File: config.mk
export PLATFORM = sky130hd
export DESIGN_NAME = regfile_read_arbiter
export DESIGN_NICKNAME = d
export VERILOG_FILES = /design/src/rtl/tomasulo_pkg.sv /design/src/rtl/regfile_read_arbiter_rr_arbiter.sv /design/src/rtl/regfile_read_arbiter.sv
export SDC_FILE = /design/constraint.sdc
export NUM_CORES = 1
export LEC_CHECK = 0
export BUFFER_PORTS_ARGS = -buffer_cell sky130_fd_sc_hd__buf_2
export CAP_MARGIN = 10
export CORE_AREA = 4 4 83 46
export CTS_CLUSTER_SIZE = 12
export DETAILED_ROUTE_END_ITERATION = 12
export DIE_AREA = 0 0 87 50
export PLACE_DENSITY = 0.76
export SLEW_MARGIN = 10
export SYNTH_ARGS = -nofsm -noshare
export SYNTH_HDL_FRONTEND = slang
export SYNTH_SLANG_ARGS = --single-unit
File: constraint.sdc
create_clock -name clk -period 9.5 [get_ports clk]
set_input_delay 0.95 -clock clk [delete_from_list [all_inputs] [get_ports clk]]
set_output_delay 0.95 -clock clk [all_outputs]
set_load 0.03 [all_outputs]
File: src/rtl/tomasulo_pkg.sv
// Shared widths, types and the round-robin pointer helper for the issue-stage
// register read path.
package tomasulo_pkg;

    localparam int DATA_W  = 16;
    localparam int ADDR_W  = 3;
    localparam int NUM_REQ = 4;

    typedef logic [ADDR_W-1:0]          reg_addr_t;
    typedef logic [DATA_W-1:0]          reg_data_t;
    typedef logic [$clog2(NUM_REQ)-1:0] req_id_t;

    // Next round-robin pointer: the slot just after the winner, wrapping at n.
    function automatic int unsigned rr_next(input int unsigned idx, input int unsigned n);
        int unsigned nxt;
        if (idx + 32'd1 >= n) begin
            nxt = 32'd0;
        end else begin
            nxt = idx + 32'd1;
        end
        return nxt;
    endfunction

endpackage

File: src/rtl/regfile_read_arbiter_rr_arbiter.sv
// Round-robin arbiter: searches from ptr upward (mod NUM_REQ) and returns a
// one-hot grant plus the encoded winner; en=0 suppresses every grant.
module rr_arbiter #(
    parameter int NUM_REQ = 4,
    parameter int ID_W    = $clog2(NUM_REQ)
) (
    input  logic [NUM_REQ-1:0] req,
    input  logic [ID_W-1:0]    ptr,
    input  logic               en,
    output logic [NUM_REQ-1:0] gnt,
    output logic [ID_W-1:0]    idx
);

    // Priority scan starting at ptr; first requester found wins.
    always_comb begin
        logic found;
        gnt   = {NUM_REQ{1'b0}};
        idx   = {ID_W{1'b0}};
        found = 1'b0;
        for (int k = 0; k < NUM_REQ; k++) begin
            int j;
            j = int'(ptr) + k;
            if (j >= NUM_REQ) begin
                j = j - NUM_REQ;
            end else begin
                j = j;
            end
            if (en && req[j] && !found) begin
                gnt[j] = 1'b1;
                idx    = ID_W'(j);
                found  = 1'b1;
            end else begin
                found  = found;
            end
        end
    end

endmodule

File: src/rtl/regfile_read_arbiter.sv
// Shares the register-file read port among NUM_REQ requesters with a two-stage
// tagged response pipeline. Optional write-back bypass: REGREAD_BYPASS_EN.
module regfile_read_arbiter
    import tomasulo_pkg::*;
#(
    parameter int NUM_REQ = tomasulo_pkg::NUM_REQ,
    parameter int DATA_W  = tomasulo_pkg::DATA_W,
    parameter int ADDR_W  = tomasulo_pkg::ADDR_W,
    parameter int ID_W    = $clog2(NUM_REQ)
) (
    input  logic                      clk,
    input  logic                      rst_n,
    input  logic [NUM_REQ-1:0]        req,
    input  logic [NUM_REQ*ADDR_W-1:0] req_addr,
    output logic [NUM_REQ-1:0]        gnt,
    input  logic                      flush,
    output logic [ADDR_W-1:0]         rd_addr,
    input  logic [DATA_W-1:0]         rd_data,
`ifdef REGREAD_BYPASS_EN
    input  logic                      wb_valid,
    input  logic [ADDR_W-1:0]         wb_addr,
    input  logic [DATA_W-1:0]         wb_data,
`endif
    output logic                      rsp_valid,
    output logic [ID_W-1:0]           rsp_id,
    output logic [DATA_W-1:0]         rsp_data
);

    logic [ID_W-1:0]    r_ptr;
    logic [ADDR_W-1:0]  r_rd_addr;
    logic               r_s1_valid;
    logic [ID_W-1:0]    r_s1_id;
    logic               r_rsp_valid;
    logic [ID_W-1:0]    r_rsp_id;
    logic [DATA_W-1:0]  r_rsp_data;

    logic [NUM_REQ-1:0] w_gnt;
    logic [ID_W-1:0]    w_idx;
    logic               w_any;
    logic [ADDR_W-1:0]  w_sel_addr;
    logic [DATA_W-1:0]  w_rsp_data;

    rr_arbiter #(
        .NUM_REQ (NUM_REQ),
        .ID_W    (ID_W)
    ) u_rr_arbiter (
        .req (req),
        .ptr (r_ptr),
        .en  (~flush),
        .gnt (w_gnt),
        .idx (w_idx)
    );

    assign w_any      = |w_gnt;
    assign w_sel_addr = req_addr[int'(w_idx)*ADDR_W +: ADDR_W];

    // Response data select: address 0 reads as zero regardless of the mux.
    always_comb begin
        w_rsp_data = rd_data;
        if (r_rd_addr == {ADDR_W{1'b0}}) begin
            w_rsp_data = {DATA_W{1'b0}};
`ifdef REGREAD_BYPASS_EN
        end else if (wb_valid && (wb_addr == r_rd_addr)) begin
            w_rsp_data = wb_data;
`endif
        end else begin
            w_rsp_data = rd_data;
        end
    end

    // Round-robin pointer and stage A (address issue) registers.
    always_ff @(posedge clk or negedge rst_n) begin
        if (!rst_n) begin
            r_ptr      <= {ID_W{1'b0}};
            r_rd_addr  <= {ADDR_W{1'b0}};
            r_s1_valid <= 1'b0;
            r_s1_id    <= {ID_W{1'b0}};
        end else begin
            r_s1_valid <= w_any;
            if (w_any) begin
                r_ptr     <= ID_W'(rr_next(32'(w_idx), 32'(NUM_REQ)));
                r_rd_addr <= w_sel_addr;
                r_s1_id   <= w_idx;
            end else begin
                r_ptr     <= r_ptr;
                r_rd_addr <= r_rd_addr;
                r_s1_id   <= r_s1_id;
            end
        end
    end

    // Stage B: capture read data; a flush kills the in-flight read.
    always_ff @(posedge clk or negedge rst_n) begin
        if (!rst_n) begin
            r_rsp_valid <= 1'b0;
            r_rsp_id    <= {ID_W{1'b0}};
            r_rsp_data  <= {DATA_W{1'b0}};
        end else begin
            r_rsp_valid <= r_s1_valid & ~flush;
            r_rsp_id    <= r_s1_id;
            r_rsp_data  <= w_rsp_data;
        end
    end

    assign gnt       = w_gnt;
    assign rd_addr   = r_rd_addr;
    assign rsp_valid = r_rsp_valid;
    assign rsp_id    = r_rsp_id;
    assign rsp_data  = r_rsp_data;

endmodule

==> results.ini, run 1 <==
[outcome]
status=finished, final reports clean

[timing]
clock_skew_ns=0.00924
hold_violations=0
fmax_ghz=0.258
whs_ns=0.397
worstMarginPinSlew_ns=1.00
rsz0062_at_grt=false
setup_violations=0
period_needed_ns=3.87
tns_ns=0
fin_crit_sh_pct=40.8
slew_headroom_pct=32.6
drv_slew=0

[yosys]
ys_warn_count=0
syn_area_sq_um=1490
yosys.area.top_type=dfrtp_1
synthTopCellsByArea=dfrtp_1 (45%), mux2i_1 (9.4%), nor2b_1 (7.6%)
ys_top_cells_by_count=dfrtp_1 (27), nor2b_1 (18), mux2i_1 (14)
ys_types=38
synth.mux.area_fraction_pct=16.2
avgSynthCellArea_sq_um=11.1
ys.flop_type=dfrtp_1
syn_inst=134
synth_seq_area_share_pct=45.5
synth_xor_area_share_pct=0.589
synth_top_cell_area_share_pct=45.5
syn-num-nets=176
synth_adder_area_share_pct=5.89
synth_most_common_cell=dfrtp_1
async_reset_ff_share_pct=100
synth-edff-count=0
synth-compound-area-share_pct=12.3
yosys_register_bits=27
yosys.area_share.simple_pct=16.2
synth_top_family_by_area=simple AND/OR/NAND/NOR gates

[floorplan]
initial_utilization_pct=49.6
dieWidth_um=87
rows=14
io_pins=61
die_h_um=50
core_area_sq_um=3000
dieArea_sq_um=4350

[setup_path]
path_delay_family=flip-flops
cpMaxStageDelayCell=dfrtp_1
crit_buf_inv=2
worstPathCellList=inv_2 -> ha_1 -> or2_1 -> o22ai_2 -> nor2_1 -> a221o_1 -> buf_2
worst_setup_path_start_kind=flop
cp_max_fo=15
critical_path.reg2reg.endpoint=rd_addr[0]$_DFFE_PN0P_
worstSetupEndpointType=output pin
cp.required_ns=8.55
arrival_ns=2.92
r2r-start=r_ptr[0]$_DFFE_PN0P_
critPathKind=reg -> out
reg2regPathDepth=8
rrSetupSlack_ns=5.79
slowest_delay_ns=0.69
cp-endpoint=gnt[2]
crit_cells=7
cp-startpoint=r_ptr[0]$_DFFE_PN0P_

[detailed_routing]
first_pass_iters=4
wl_per_cell_um=14.0
wl_mm=3.27
drc=0
vias=1227
final_antenna_net_count=0
drtIter0Drc=36
vias_per_cell=5.27

[grt]
track_usage_pct=15.7
antenna_found_initial=0
grt_max_degree=28
grt_pass1_vias=1179
grt_pass1_wl_mm=5.42
grt-ovfl-total=0

[clocking]
cts.sinks=27
insertion_delay_ns=0.27
clk_pin_slew_worst_paths_ns=0.08
htreeDepth=1
cts_tree=yes
cts_root_buf=clkbuf_8
cts_resized=0
cts_hold_buf=0
cts_setup_buffers=0
cts_made_buffers=3
clockBufferDepth=2

[power]
switchingPower_mw=0.291
pwr-share-seq_pct=29.5
comb_power_share_pct=60.4
power_density_nw_per_um2=340
internal_power_mw=0.340
switching_share_pct=46.1
ir_drop_uv=204
pwr-share-clk_pct=10.1
p_leak_nw=0.932

[placed_design]
portBuffers=60
dp_hpwl_mm=2.48
place_congestion=0.909

[layout]
drive_gt1_share_pct=39.4
antenna_cells=0
fill_cells=238
fin_nets=236
syn2layout_area_growth_pct=24.8

[job]
maxCapViolations=0

[worst_hold_path]
min_path_type=reg -> reg

through the flow:
| stage | total power, mW | cells | worst slack (ns) | util [%] | cell area (sq um) |
|---|---|---|---|---|---|
| global placement | 0.560 | 229 | 5.94 | 60.4 | 1810 |
| CTS | 0.634 | 233 | 5.67 | 61.9 | 1860 |
| detailed placement | 0.569 | 229 | 5.86 | 60.4 | 1810 |
| floorplan | 0.491 | 134 | 6.16 | - | 1490 |
| global route | 0.673 | 233 | 5.42 | 61.9 | 1860 |
| finish | 0.631 | 233 | 5.63 | 61.9 | 1860 |
area by class of cell:
class / count / area, sq um / area share (%)
clock buffer: 3 / 41.3 / 2.23
clock inverter: 1 / 5.00 / 0.270
inverter: 5 / 18.8 / 1.01
multi-input combinational: 97 / 764 / 41.2
sequential: 27 / 676 / 36.4
tap: 40 / 50.0 / 2.70
timing repair buffer: 60 / 300 / 16.2
state kept, by name (all words and copies together) (netlist names):
name,count
rsp_id,2
r_s1_valid,1
rsp_data,16
rsp_valid,1
r_s1_id,2
r_ptr,2
rd_addr,3
routing by layer:
metal	GRT usage [%]	routed length, um
met2	28.7	1700
met4	5.70	50
met3	2.83	183
met5	0	0
met1	18.2	1340
power groups by stage:
stage,registers (mW),logic [mW],clock network [mW]
final,0.186,0.381,0.0636
after global routing,0.192,0.411,0.0709
after global placement,0.187,0.374,0
after detailed placement,0.188,0.382,0
after floorplan,0.235,0.256,0
after CTS,0.186,0.382,0.0660
cell usage in the layout, fill, tap and decap left out, drive strengths merged, types with 3 or more instances in the layout:
cell	Yosys	layout
nor3	3	3
buf	4	60
nor2	6	6
mux2	6	6
a211oi	3	3
a221o	4	4
ha	7	7
nor2b	18	18
mux2i	15	15
o21ai	7	7
nand2	9	9
dfrtp	27	27
clkbuf	1	3
inv	5	5
cell families (layout without fill, tap and decap cells):
logic type / Yosys count / in the layout
multiplexers: 21 / 21
AO/OA/AOI/OAI: 24 / 24
adder cells (fa/ha/maj): 7 / 7
buffers and inverters: 10 / 69
AND/OR/NAND/NOR: 44 / 44
XOR/XNOR: 1 / 1
flip-flops: 27 / 27
worst min-delay path by stage:
stage                           startpoint             endpoint  slack, ns  depth (start not counted)
floorplan           r_s1_id[0]$_DFFE_PN0P_  rsp_id[0]$_DFF_PN0_       0.35                          0
global placement    r_s1_id[0]$_DFFE_PN0P_  rsp_id[0]$_DFF_PN0_       0.37                          0
detailed placement  r_s1_id[1]$_DFFE_PN0P_  rsp_id[1]$_DFF_PN0_       0.37                          0
CTS                 r_s1_id[1]$_DFFE_PN0P_  rsp_id[1]$_DFF_PN0_       0.40                          0
global route        r_s1_id[1]$_DFFE_PN0P_  rsp_id[1]$_DFF_PN0_       0.41                          0
finish              r_s1_id[1]$_DFFE_PN0P_  rsp_id[1]$_DFF_PN0_       0.40                          0
(Power assumes the default switching activity.)
==> run 2: changes to the inputs <==
Settings changed: CORE_AREA 4 4 83 46 to 4 4 89 49, DIE_AREA 0 0 87 50 to 0 0 93 53, PLACE_DENSITY 0.76 to 0.69.
Clock period 9.5 ns to 3.2 ns, I/O delays scaled along.
==> run 2 against run 1 <==
Setup slack lost 5.5 ns. Register-to-register slack lost 5.6 ns. Global-route usage shrank 1.7 points. Clock skew is essentially flat. Combinational power grew to 3.3 times the previous value. Hold slack lost 0.37 ns. Flip-flop and latch count is the same. Critical path type is now reg -> reg. Critical endpoint is now rd_addr[1]$_DFFE_PN0P_. Largest cell class unchanged. Highest routed layer unchanged.
==> results.ini, run 2 (synthesis results as in run 1) <==
[outcome]
status=finished, final reports clean

[timing]
setup_slack_ns=0.143
drv_slew=0
whs_ns=0.0232
hold_violations=0
worstMarginPinSlew_ns=1.07
fmax_ghz=0.327
rsz0062_at_grt=false
clock_skew_ns=0.00951
slew_headroom_pct=27.8
setup_violations=0
tns_ns=0
fin_crit_sh_pct=95.5
period_needed_ns=3.06

[setup_path]
worstSetupEndpointType=flop
arrival_ns=3.22
worst_setup_path_start_kind=flop
path_delay_family=simple AND/OR/NAND/NOR gates
worstPathCellList=inv_4 -> ha_1 -> or2_1 -> o22ai_4 -> nor2_2 -> a221o_2 -> or4_1 -> mux2_4
crit_buf_inv=1
cp.required_ns=3.36
cp_max_fo=9
cpMaxStageDelayCell=or4_1
slowest_delay_ns=0.78
rrSetupSlack_ns=0.14
critPathKind=reg -> reg

[floorplan]
dieWidth_um=93
io_pins=61
die_h_um=53
dieArea_sq_um=4930
rows=16
core_area_sq_um=3680
initial_utilization_pct=40.4

[layout]
fin_nets=241
syn2layout_area_growth_pct=29.5
drive_gt1_share_pct=42.9
final_common_cell=buf_2
fill_cells=341
multi_input_area_sq_um=773
largest_reg_flops=16
antenna_cells=0
register_area_sq_um=677
layout_common_cells=buf_2 (60), dfrtp_1 (26), nor2b_1 (18)

[detailed_routing]
vias_per_cell=4.88
final_antenna_net_count=0
first_pass_iters=5
drc=0
wl_per_cell_um=13.8
wl_mm=3.48
drtIter0Drc=39
vias=1229

[power]
internal_power_mw=1.06
switching_share_pct=45.9
comb_power_share_pct=64.3
switchingPower_mw=0.902
power_density_nw_per_um2=1020
pwr-share-seq_pct=25.8
ir_drop_uv=332
p_leak_nw=0.952
pwr-share-clk_pct=9.9

[clocking]
cts_made_buffers=3
cts_hold_buf=0
insertion_delay_ns=0.27
cts_tree=yes
cts.sinks=27
cts_resized=0
cts_root_buf=clkbuf_8
clk_pin_slew_worst_paths_ns=0.10
cts_setup_buffers=0
htreeDepth=1
clockBufferDepth=2

[grt]
grt_pass1_wl_mm=5.38
gr-usage-met3_pct=3.55
antenna_found_initial=0
grt.busiest_layer=met2
use_met1_pct=19.7
track_usage_pct=13.9
grt_max_degree=28
grt_pass1_vias=1097
grtUsageMet2_pct=21.9
grt-ovfl-total=0

[placed_design]
portBuffers=60
dp_hpwl_mm=2.78
pre_cts_slack_ns=0.161
place_congestion=0.793

[job]
maxCapViolations=0

[worst_hold_path]
min_path_type=in -> async

## run 2: cell count changes in the layout (fill, tap and decap cells not counted), sizes merged
cell	delta
clkinvlp	+1
clkinv	-1
buf	+5
## run 2: path summary, 6_finish.rpt
kind                                   startpoint                     end  cells past startpoint
max in group asynchronous                   rst_n    r_ptr[0]$_DFFE_PN0P_                      1
setup reg to reg             r_ptr[0]$_DFFE_PN0P_  rd_addr[1]$_DFFE_PN0P_                      8
hold / removal                              rst_n   rsp_data[4]$_DFF_PN0_                      1
min in group clk                       rd_data[7]   rsp_data[7]$_DFF_PN0_                      2
setup / recovery             r_ptr[0]$_DFFE_PN0P_  rd_addr[1]$_DFFE_PN0P_                      8
hold reg to reg            r_s1_id[0]$_DFFE_PN0P_     rsp_id[0]$_DFF_PN0_                      0
## run 2: metal layers
metal  wire length (um)  share of wire [%]  vias to the layer above
met5                  0                  0                        -
met4                 18               0.52                        0
met3                282                8.1                        2
met2               1550                 45                       51
met1               1620                 47                      568
li1                   -                  -                      608
## run 2: stage by stage
step	total power [mW]	cells	area, sq um	utilization [%]
CTS	1.97	252	1930	52.3
detailed placement	1.77	248	1880	51.0
finish	1.96	252	1930	52.3
global route	2.08	252	1930	52.3
global placement	1.73	248	1880	51.0
floorplan	1.50	134	1510	-
## run 2: cell type report
type                            count  area share, %
Multi-Input combinational cell     97           40.2
Sequential cell                    27           35.2
Timing Repair Buffer               65           17.5
Tap cell                           54           3.51
Clock buffer                        3           2.14
Inverter                            5           1.10
Clock inverter                      1          0.390
## run 2: power by group through the flow
| stage | Clock [mW] | Sequential, mW | Combinational, mW |
|---|---|---|---|
| 3_3_place_gp | 0 | 0.510 | 1.22 |
| 5_1_grt | 0.209 | 0.524 | 1.35 |
| 3_5_place_dp | 0 | 0.514 | 1.26 |
| 2_1_floorplan | 0 | 0.699 | 0.799 |
| 6_report | 0.195 | 0.506 | 1.26 |
| 4_1_cts | 0.198 | 0.507 | 1.26 |
